## src/rtl/qtcore_serial_bridge.sv

```systemverilog
`default_nettype none
// +--------------------------------------------------------------------------+
// | qtcore_serial_bridge                                                     |
// | Framed serial port driving NUM_CHAINS scan chains and processor control. |
// | Revision: 1.0                                                            |
// +--------------------------------------------------------------------------+
module qtcore_serial_bridge #(
  parameter int NUM_CHAINS = 2,
  parameter int STEP_W     = 6,
  parameter int CNT_W      = 16
) (
  input  logic                  clk,
  input  logic                  rst,
  input  logic                  cs_n,
  input  logic                  mosi,
  output logic                  miso,
  output logic [NUM_CHAINS-1:0] scan_enable,
  output logic                  scan_in,
  input  logic [NUM_CHAINS-1:0] scan_out,
  output logic                  proc_en,
  input  logic                  halt
);

  localparam int           c_SR_W     = CNT_W + 8;
  localparam logic [6:0]   c_NUM_CH   = 7'(NUM_CHAINS);
  localparam logic [1:0]   c_OP_SCAN  = 2'b00;
  localparam logic [1:0]   c_OP_RUN   = 2'b01;
  localparam logic [1:0]   c_OP_STEP  = 2'b10;
  localparam logic [STEP_W:0] c_STEP_ONE = (STEP_W+1)'(1);

  typedef enum logic [2:0] {
    S_IDLE   = 3'd0,
    S_CMD    = 3'd1,
    S_SCAN   = 3'd2,
    S_RUN    = 3'd3,
    S_STAT   = 3'd4,
    S_IGNORE = 3'd5
  } state_t;

  state_t                  r_state, w_state_nxt;
  logic [2:0]              r_bit_cnt, w_bit_cnt_nxt;
  logic [6:0]              r_cmd_sr;
  logic [7:0]              w_cmd;
  logic                    w_decode, w_step_start, w_stat_load, w_stat_clear;
  logic                    w_chan_ok;
  logic [NUM_CHAINS-1:0]   w_chan_sel, r_chan_sel;
  logic                    r_clr;
  logic                    r_busy, w_busy_nxt;
  logic [STEP_W:0]         r_step_cnt, w_step_load;
  logic                    r_proc_en, w_proc_en_nxt;
  logic [CNT_W-1:0]        r_cycle_cnt;
  logic [c_SR_W-1:0]       r_status_sr;

  assign scan_in     = mosi;
  assign proc_en     = r_proc_en;
  assign w_step_load = {1'b0, STEP_W'(w_cmd[5:0])} + c_STEP_ONE;

  always_comb begin
    w_state_nxt   = r_state;
    w_bit_cnt_nxt = r_bit_cnt;
    w_decode      = 1'b0;
    w_step_start  = 1'b0;
    w_stat_load   = 1'b0;
    w_cmd         = {r_cmd_sr, mosi};
    w_chan_ok     = ({1'b0, w_cmd[5:0]} < c_NUM_CH);
    for (int i = 0; i < NUM_CHAINS; i++) begin
      w_chan_sel[i] = (w_cmd[5:0] == 6'(i));
    end
    if (cs_n) begin
      w_state_nxt   = S_IDLE;
      w_bit_cnt_nxt = 3'd0;
    end else begin
      case (r_state)
        S_IDLE: begin
          w_state_nxt   = S_CMD;
          w_bit_cnt_nxt = 3'd1;
        end
        S_CMD: begin
          w_bit_cnt_nxt = r_bit_cnt + 3'd1;
          if (r_bit_cnt == 3'd7) begin
            w_decode = 1'b1;
            case (w_cmd[7:6])
              c_OP_SCAN: w_state_nxt = (w_chan_ok && !r_busy) ? S_SCAN : S_IGNORE;
              c_OP_RUN:  w_state_nxt = r_busy ? S_IGNORE : S_RUN;
              c_OP_STEP: begin
                w_state_nxt  = S_IGNORE;
                w_step_start = !r_busy;
              end
              default: begin
                w_state_nxt = S_STAT;
                w_stat_load = 1'b1;
              end
            endcase
          end
        end
        default: w_state_nxt = r_state;
      endcase
    end

    // The step engine runs regardless of the frame; a halt ends it at once.
    if (r_busy) begin
      w_busy_nxt = !(halt || (r_step_cnt == c_STEP_ONE));
    end else begin
      w_busy_nxt = w_step_start;
    end
    w_proc_en_nxt = w_busy_nxt || ((r_state == S_RUN) && !cs_n && !halt);
    w_stat_clear  = (r_state == S_STAT) && cs_n && r_clr;

    scan_enable = '0;
    miso        = 1'b0;
    case (r_state)
      S_SCAN: begin
        scan_enable = cs_n ? '0 : r_chan_sel;
        miso        = |(scan_out & r_chan_sel);
      end
      S_RUN:    miso = halt;
      S_STAT:   miso = r_status_sr[c_SR_W-1];
      S_IGNORE: miso = r_busy;
      default:  miso = 1'b0;
    endcase
  end

  always_ff @(posedge clk) begin
    if (rst) begin
      r_state   <= S_IDLE;
      r_bit_cnt <= 3'd0;
    end else begin
      r_state   <= w_state_nxt;
      r_bit_cnt <= w_bit_cnt_nxt;
    end
  end

  always_ff @(posedge clk) begin
    if (rst) begin
      r_cmd_sr   <= '0;
      r_chan_sel <= '0;
      r_clr      <= 1'b0;
    end else begin
      if (!cs_n && ((r_state == S_IDLE) || (r_state == S_CMD))) begin
        r_cmd_sr <= {r_cmd_sr[5:0], mosi};
      end
      if (w_decode) begin
        r_chan_sel <= w_chan_sel;
        r_clr      <= w_cmd[0];
      end
    end
  end

  always_ff @(posedge clk) begin
    if (rst) begin
      r_busy     <= 1'b0;
      r_step_cnt <= '0;
      r_proc_en  <= 1'b0;
    end else begin
      r_busy    <= w_busy_nxt;
      r_proc_en <= w_proc_en_nxt;
      if (r_busy) begin
        r_step_cnt <= w_busy_nxt ? (r_step_cnt - c_STEP_ONE) : '0;
      end else if (w_step_start) begin
        r_step_cnt <= w_step_load;
      end
    end
  end

  // A clear on the frame-ending edge takes priority over a same-edge increment.
  always_ff @(posedge clk) begin
    if (rst) begin
      r_cycle_cnt <= '0;
      r_status_sr <= '0;
    end else begin
      if (w_stat_clear) begin
        r_cycle_cnt <= '0;
      end else if (r_proc_en && (r_cycle_cnt != {CNT_W{1'b1}})) begin
        r_cycle_cnt <= r_cycle_cnt + CNT_W'(1);
      end
      if (w_stat_load) begin
        r_status_sr <= {halt, r_busy, 6'b0, r_cycle_cnt};
      end else if ((r_state == S_STAT) && !cs_n) begin
        r_status_sr <= {r_status_sr[c_SR_W-2:0], 1'b0};
      end
    end
  end

endmodule
`default_nettype wire

```

## config.mk

```make
export PLATFORM = sky130hd
export DESIGN_NAME = qtcore_serial_bridge
export DESIGN_NICKNAME = d
export VERILOG_FILES = /design/src/rtl/qtcore_serial_bridge.sv
export SDC_FILE = /design/constraint.sdc
export NUM_CORES = 1
export LEC_CHECK = 0
export ABC_AREA = 1
export BUFFER_PORTS_ARGS = -buffer_cell sky130_fd_sc_hd__buf_4
export CAP_MARGIN = 20
export CORE_UTILIZATION = 30
export CTS_CLUSTER_SIZE = 8
export DETAILED_ROUTE_END_ITERATION = 16
export GPL_ROUTABILITY_DRIVEN = 1
export SYNTH_ARGS = -nofsm -noshare
export SYNTH_HDL_FRONTEND = slang
export SYNTH_SLANG_ARGS = --single-unit
```

## constraint.sdc

```tcl
create_clock -name clk -period 4.1 [get_ports clk]
set_clock_uncertainty 0.05 [all_clocks]
set_input_delay 0.82 -clock clk [delete_from_list [all_inputs] [get_ports clk]]
set_output_delay 0.82 -clock clk [all_outputs]
set_load 0.02 [all_outputs]
```

==> results of run 1 <==
Yosys cell counts, types with 2 or more instances:
| cell type | n |
|---|---|
| dfxtp_1 | 65 |
| ha_1 | 12 |
| a21oi_2 | 10 |
| nand3_2 | 2 |
| nand2_2 | 4 |
| buf_1 | 2 |
| nand2_4 | 2 |
| buf_6 | 3 |
| o21ai_0 | 44 |
| nand4_1 | 8 |
| inv_2 | 6 |
| nand2_1 | 123 |
| buf_4 | 5 |
| xor2_1 | 8 |
| inv_1 | 55 |
| nor2_2 | 2 |
| nor2_1 | 72 |
| buf_2 | 4 |
| nor2_4 | 3 |
| nand3_1 | 26 |
| clkbuf_1 | 3 |
| nand3b_1 | 2 |
| nor2_8 | 2 |
| a21oi_1 | 34 |
| nor3_1 | 7 |
| o21ai_1 | 12 |
layer usage:
metal	vias to the layer above	global-route usage, %
met3	10	3.65
met5	-	0
met1	1494	16.6
met4	0	3.96
met2	43	22.1
li1	1703	-
through the flow:
stage               setup slack, ns  util (%)  hold slack, ns  power [mW]  instance area [um2]
finish                         1.53      35.5           0.409        1.54                 4100
global route                   1.40      35.5           0.432        1.60                 4100
detailed placement             1.79      32.6           0.408       0.720                 3770
floorplan                      1.93         -           0.378       0.701                 3610
CTS                            1.51      35.5           0.417        1.56                 4100
global placement               1.83      32.6           0.396       0.719                 3770
sequential cells by signal, summed over array words and instances, names as in the netlist:
| name | cells |
|---|---|
| r_status_sr | 24 |
| r_cycle_cnt | 16 |
| r_cmd_sr | 7 |
| r_step_cnt | 7 |
| r_bit_cnt | 3 |
| r_state | 3 |
| r_chan_sel | 2 |
| proc_en | 1 |
| r_busy | 1 |
| r_clr | 1 |
cell type report:
cell class	instances	area, um2
inverter	61	229
sequential	65	1300
timing repair buffer	12	90.1
multi-input combinational	383	1970
tap	143	179
clock inverter	6	91.3
fill	1189	7460
clock buffer	10	239
worst paths after layout:
| kind | startpoint | cells past startpoint | slack, ns | to |
|---|---|---|---|---|
| worst min register to register | r_bit_cnt[0]$_SDFFE_PP0N_ | 1 | 0.41 | r_bit_cnt[0]$_SDFFE_PP0N_ |
| worst max register to register | r_cycle_cnt[0]$_SDFFE_PP0P_ | 9 | 2.18 | r_cycle_cnt[2]$_SDFFE_PP0P_ |
| worst min-delay path | r_bit_cnt[0]$_SDFFE_PP0N_ | 1 | 0.41 | r_bit_cnt[0]$_SDFFE_PP0N_ |
| worst max-delay path | r_busy$_SDFF_PP0_ | 5 | 1.53 | miso |
where the power goes:
| group | switching (mW) | total [mW] | internal, mW |
|---|---|---|---|
| Sequential | 0.00614 | 0.644 | 0.638 |
| Combinational | 0.0416 | 0.0631 | 0.0214 |
| Clock | 0.286 | 0.836 | 0.549 |
| Total | 0.334 | 1.54 | 1.21 |
logic make-up after synthesis:
group / after synthesis / share of synthesized area, %
AND/OR/NAND/NOR: 259 / 32.4
adder cells (fa/ha/maj): 12 / 4.16
XOR/XNOR: 9 / 2.18
buffers and inverters: 78 / 9.39
AO/OA/AOI/OAI: 103 / 15.9
flip-flops: 65 / 36.0
worst register-to-register path, cell delays in order (launching register included):
cell and delay, ns:
dfxtp_1 0.37, ha_1 0.29, nand2_2 0.13, nor2_4 0.05, nand2_2 0.09, nor2_4 0.05
nor2_4 0.35, inv_2 0.21, nand2_1 0.13, a21oi_2 0.05
==> metrics.md, run 1 <==
| Metric | Value |
|---|---|
| Initial Utilization | `around 31%` |
| Slowest stage delay, CP | `approximately 0.53 ns` |
| DR vias | `3,250` |
| Hold Path Class | `reg -> reg` |
| Routed wire per std cell | `between 10 and 15 um` |
| Worst-margin pin slew | `0.858 ns` |
| H-tree levels | `3` |
| Initial antenna violation count | `0` |
| GR Util All Layers | `between 10% and 20%` |
| Post-CTS sizing | `0` |
| Rows | `39` |
| DPL Wire Length | `approximately 5500 um` |
| Clock-pin transition on the worst setup and hold timing paths | `0.06 ns` |
| Bufs and invs on worst path | `2` |
| VDD IR max | `roughly 170 uV` |
| Yosys cell types | `36` |
| Setup CP Type | `reg -> out` |
| Chip height | `112 um` |
| Clk buf depth | `2` |
| WL met3 | `239 um` |
| Area delta synth->final | `13.5%` |
| Slowest CP cell | `dfxtp_1` |
| Setup crit end kind | `output port` |
| Die area | `around 12,000 um2` |
| Met1 wire length | `approximately 3800 um` |
| Hold violation total from the final report | `0` |
| Startpoint types | `flip-flop` |
| Yosys warns | `0` |
| Vias per cell | `between 4 and 5` |
| Number of global-route vias before repair | `slightly above 3,000` |
| GR Overflow Total | `0` |
| Synth Flop Type | `dfxtp_1` |
| Port bufs | `11` |
| # setup viols final | `0` |
| Total wire length | `~7800 um` |
| Slew headroom | `42.8%` |
| Asr flop ratio synth | `0%` |
| Setup Buffers After CTS | `0` |
| Met2 WL | `approximately 3600 um` |
| Synthesis-stage register bit count | `65` |
| Largest fanout on the critical path | `14` |
| Crit path time final | `between 2 and 3 ns` |
| Critical Path RT | `3.23 ns` |
| Initial drt markers | `approximately 170` |
| Largest net degree at the start of global routing | `36` |
| Crit path DAT | `~1.7 ns` |
| Top layer in use | `met4` |
| Final cell count without fillers | `between 600 and 700` |
| Dpl cells | `664` |
| First-pass GRT wire length | `between 10,000 and 15,000 um` |
| Post-Syn Nets | `545` |
| Die X-Extent | `about 110 um` |
| CTS tree | `built` |
| Max Clk Rate | `a little under 0.4 GHz` |
| ANT nets after route | `0` |
| Most frequent cells in the layout | `nand2_1, nor2_1, dfxtp_1` |
| # IOs | `12` |
| Post-synth EDFFs | `0` |
| Dominant cells by area after synthesis | `dfxtp_1, nand2_1, nor2_1, o21ai_0, inv_1` |
| Clock sinks | `65` |
| Share of layout cells above drive strength 1 | `between 10% and 20%` |
| Yosys top cell by area | `dfxtp_1` |
| Commonest non-fill, non-tap cell in the layout | `nand2_1` |
| Synth Cell Area | `between 3000 and 4000 um2` |
| Max_cap viols | `0` |
| Post-Synthesis Cells | `526` |
| Total negative setup slack | `0 ns` |
| Final Net Count | `approximately 550` |
| Clock root cell | `clkbuf_16` |
| Syn Area/Cell | `approximately 7 um2` |
| PD cells | `~380 nW/um2` |
| Outcome | `complete, no violations` |
| Antenna diodes | `0` |
| Crit share post-route | `62.8%` |
| Clock Latency Late Sink | `~0.33 ns` |
| Synth top area share | `about 36%` |
| Core box area | `about 12,000 um2` |
| P_leak | `roughly 1.7 nW` |
| Hold buffer count at cts | `0` |
| Final slew viol count | `0` |
| Routability congestion estimate | `~0.81` |
| DRC errors left | `0` |
| Num CTS Buffers | `9` |
| Unrepaired setup endpoints after global routing | `false` |
| Sequential share of the synthesized area | `between 30% and 40%` |
| CP Cell Sequence | `inv_1 -> nor3_1 -> a31oi_1 -> nand4_1 -> buf_4` |
| Initial DRT Pass Iterations | `4` |
| CP delay by family, top | `flip-flops` |
Note: power is estimated with default switching activity, not from simulation.
==> inputs of run 2 (changes only) <==
clock period = 2.5 ns   (was 4.1 ns; I/O delays follow)
==> metrics.md, run 2 (synthesis gave the netlist of run 1 again) <==
| Metric | Value |
|---|---|
| R2R Setup Slk | `0.64 ns (was 2.18 ns)` |
| Largest fanout on the critical path | `14 (unchanged)` |
| Max_cap viols | `0 (unchanged)` |
| Slowest CP cell | `dfxtp_1 (unchanged)` |
| Worst-margin pin slew | `0.744 ns (was 0.858 ns)` |
| Hold Path Class | `in -> reg (was reg -> reg)` |
| Crit path to | `miso (unchanged)` |
| Critical Path RT | `1.95 ns (was 3.23 ns)` |
| Total negative setup slack | `0 ns (unchanged)` |
| DRC errors left | `0 (unchanged)` |
| Largest net degree at the start of global routing | `25 (was 36)` |
| P_leak | `1.75 nW (was 1.72 nW)` |
| Pwr Total | `2.55 mW (was 1.54 mW)` |
| Commonest non-fill, non-tap cell in the layout | `nand2_1 (unchanged)` |
| Final slew viol count | `0 (unchanged)` |
| Max Clk Rate | `about 0.44 GHz` |
| Startpoint types | `flip-flop (unchanged)` |
| Clock-pin transition on the worst setup and hold timing paths | `0.05 ns (was 0.06 ns)` |
| Reg-to-Reg End | `r_cycle_cnt[5]$_SDFFE_PP0P_ (was r_cycle_cnt[2]$_SDFFE_PP0P_)` |
| CP Cell Sequence | `inv_1 -> nor3_1 -> a31oi_1 -> nand4_1 -> buf_4 (unchanged)` |
| Critical R2R Launch | `r_cycle_cnt[0]$_SDFFE_PP0P_ (unchanged)` |
| Initial antenna violation count | `0 (unchanged)` |
| Finished Cell Area | `4120 um2 (was 4100 um2)` |
| Initial drt markers | `120 (was 172)` |
| Rows | `39 (unchanged)` |
| Clock Latency Late Sink | `0.33 ns (about the same)` |
| Share of layout cells above drive strength 1 | `12.2% (was 11.7%)` |
| Setup crit end kind | `output port (unchanged)` |
| Routed wire per std cell | `11.6 um (was 11.4 um)` |
| Number of global-route vias before repair | `3,072 (was 3,093)` |
| First-pass GRT wire length | `13,800 um (was 13,700 um)` |
| Setup CP Type | `reg -> out (unchanged)` |
| Fill cells | `1,199 (was 1,189)` |
| Largest register FFs | `24 (unchanged)` |
| Flop pwr share | `41.4% (was 41.7%)` |
| Setup Buffers After CTS | `0 (unchanged)` |
| Biggest regs | `r_status_sr: 24 flops, r_cycle_cnt: 16 flops (unchanged)` |
| Chip height | `112 um (unchanged)` |
| Initial DRT Pass Iterations | `5 (was 4)` |
| Total wire length | `7900 um (was 7770 um)` |
| DPL Wire Length | `5730 um (was 5490 um)` |
| Slowest stage delay, CP | `0.52 ns (was 0.53 ns)` |
| Cell Area, Placed | `3790 um2 (was 3770 um2)` |
| CTS tree | `built (unchanged)` |
| Crit share post-route | `~90%` |
| Clock root cell | `clkbuf_16 (unchanged)` |
| Unrepaired setup endpoints after global routing | `false (unchanged)` |
| WHS | `0.344 ns (was 0.409 ns)` |
| DR vias | `3,216 (was 3,250)` |
| Routability congestion estimate | `0.808 (was 0.812)` |
| ANT nets after route | `0 (unchanged)` |
| Num CTS Buffers | `9 (unchanged)` |
| Hold buffer count at cts | `0 (unchanged)` |
| Clock sinks | `65 (unchanged)` |
| H-tree levels | `3 (unchanged)` |
| Die X-Extent | `112 um (unchanged)` |
| Switch share | `21.4% (was 21.7%)` |
| Crit path DAT | `1.71 ns (was 1.70 ns)` |
| Crit path time final | `2.26 ns` |
| PD cells | `619 nW/um2 (was 376 nW/um2)` |
| GR Overflow Total | `0 (unchanged)` |
| # IOs | `12 (unchanged)` |
| R2R cell count | `9 (unchanged)` |
| Most frequent cells in the layout | `nand2_1, nor2_1, dfxtp_1 (unchanged)` |
| Biggest register | `r_status_sr (unchanged)` |
| Slew headroom | `50.2% (was 42.8%)` |
| Hold violation total from the final report | `0 (unchanged)` |
| Clk buf depth | `2 (unchanged)` |
| VDD IR max | `342 uV (was 166 uV)` |
| Die area | `12,500 um2 (unchanged)` |
| Area delta synth->final | `14.2% (was 13.5%)` |
| Pint | `2.01 mW (was 1.21 mW)` |
| # setup viols final | `0 (unchanged)` |
| Vias per cell | `4.71 (was 4.78)` |
| Switching power of the nets | `0.546 mW (was 0.334 mW)` |
| Clk network pwr share | `54.5% (was 54.2%)` |
| GR Util All Layers | `13.6% (was 13.3%)` |
| Core box area | `11,600 um2 (unchanged)` |
| Port bufs | `11 (unchanged)` |
| Outcome | `complete, no violations (unchanged)` |
| Post-CTS sizing | `0 (unchanged)` |
| Hold path start | `rst (was r_bit_cnt[0]$_SDFFE_PP0N_)` |
| Crit path from | `r_busy$_SDFF_PP0_ (unchanged)` |
| Combinational fraction of design power | `4.2% (was 4.1%)` |
| Final Net Count | `554 (was 551)` |
| Antenna diodes | `0 (unchanged)` |
| Initial Utilization | `31.2% (unchanged)` |
-- run 2: changes by cell type in the layout (fill, tap and decap cells not counted), sizes merged --
cell | previous run | this run
buf | 12 | 15
clkbuf | 10 | 11
clkinv | 1 | 2
clkinvlp | 3 | 1
-- run 2: critical path: cells and delay by family (launching register included) --
| kind | cells | cell delay [ns] |
|---|---|---|
| DFF | 1 | 0.52 |
| buffers and inverters | 2 | 0.44 |
| and+or+nand+nor | 2 | 0.36 |
| AOI/OAI and AO/OA | 1 | 0.06 |
-- run 2: area by class of cell --
| class | count | area (um2) | area share (%) |
|---|---|---|---|
| clock buffer | 11 | 253 | 6.13 |
| inverter | 61 | 229 | 5.55 |
| tap | 143 | 179 | 4.34 |
| timing repair buffer | 15 | 113 | 2.73 |
| sequential | 65 | 1300 | 31.6 |
| multi-input combinational | 383 | 1970 | 47.8 |
| clock inverter | 5 | 77.6 | 1.88 |
-- run 2: how the worst min path moves through the flow --
stage | depth (start not counted) | slack, ns | to
after floorplan | 1 | 0.38 | r_bit_cnt[0]$_SDFFE_PP0N_
after global placement | 1 | 0.39 | r_bit_cnt[0]$_SDFFE_PP0N_
after detailed placement | 1 | 0.40 | r_bit_cnt[0]$_SDFFE_PP0N_
after CTS | 2 | 0.33 | r_status_sr[0]$_SDFFE_PP0P_
after global routing | 2 | 0.33 | r_status_sr[0]$_SDFFE_PP0P_
final | 2 | 0.34 | r_status_sr[0]$_SDFFE_PP0P_
-- run 2: per-stage QoR --
stage / utilization [%] / setup slack, ns / std cells
2_1_floorplan: - / 0.774 / 526
3_3_place_gp: 32.8 / 0.665 / 667
3_5_place_dp: 32.8 / 0.608 / 667
4_1_cts: 35.7 / 0.221 / 683
5_1_grt: 35.7 / 0.00989 / 683
6_report: 35.7 / 0.241 / 683
-- run 2: power by group through the flow --
stage                     clock network (mW)  registers [mW]  logic, mW
after CTS                               1.42            1.06      0.107
after floorplan                            0            1.08     0.0732
after global placement                     0            1.08      0.105
after global routing                    1.47            1.06      0.121
after detailed placement                   0            1.08      0.107
final                                   1.39            1.06      0.106
-- run 2: layer usage --
metal | part of all wire (%) | track usage (%) | wire, um | vias up
met2 | 48 | 23.4 | 3780 | 38
met3 | 3.0 | 3.48 | 233 | 9
met4 | 0.97 | 4.68 | 77 | 0
li1 | - | - | - | 1701
met1 | 48 | 16.4 | 3810 | 1468
met5 | 0 | 0 | 0 | -
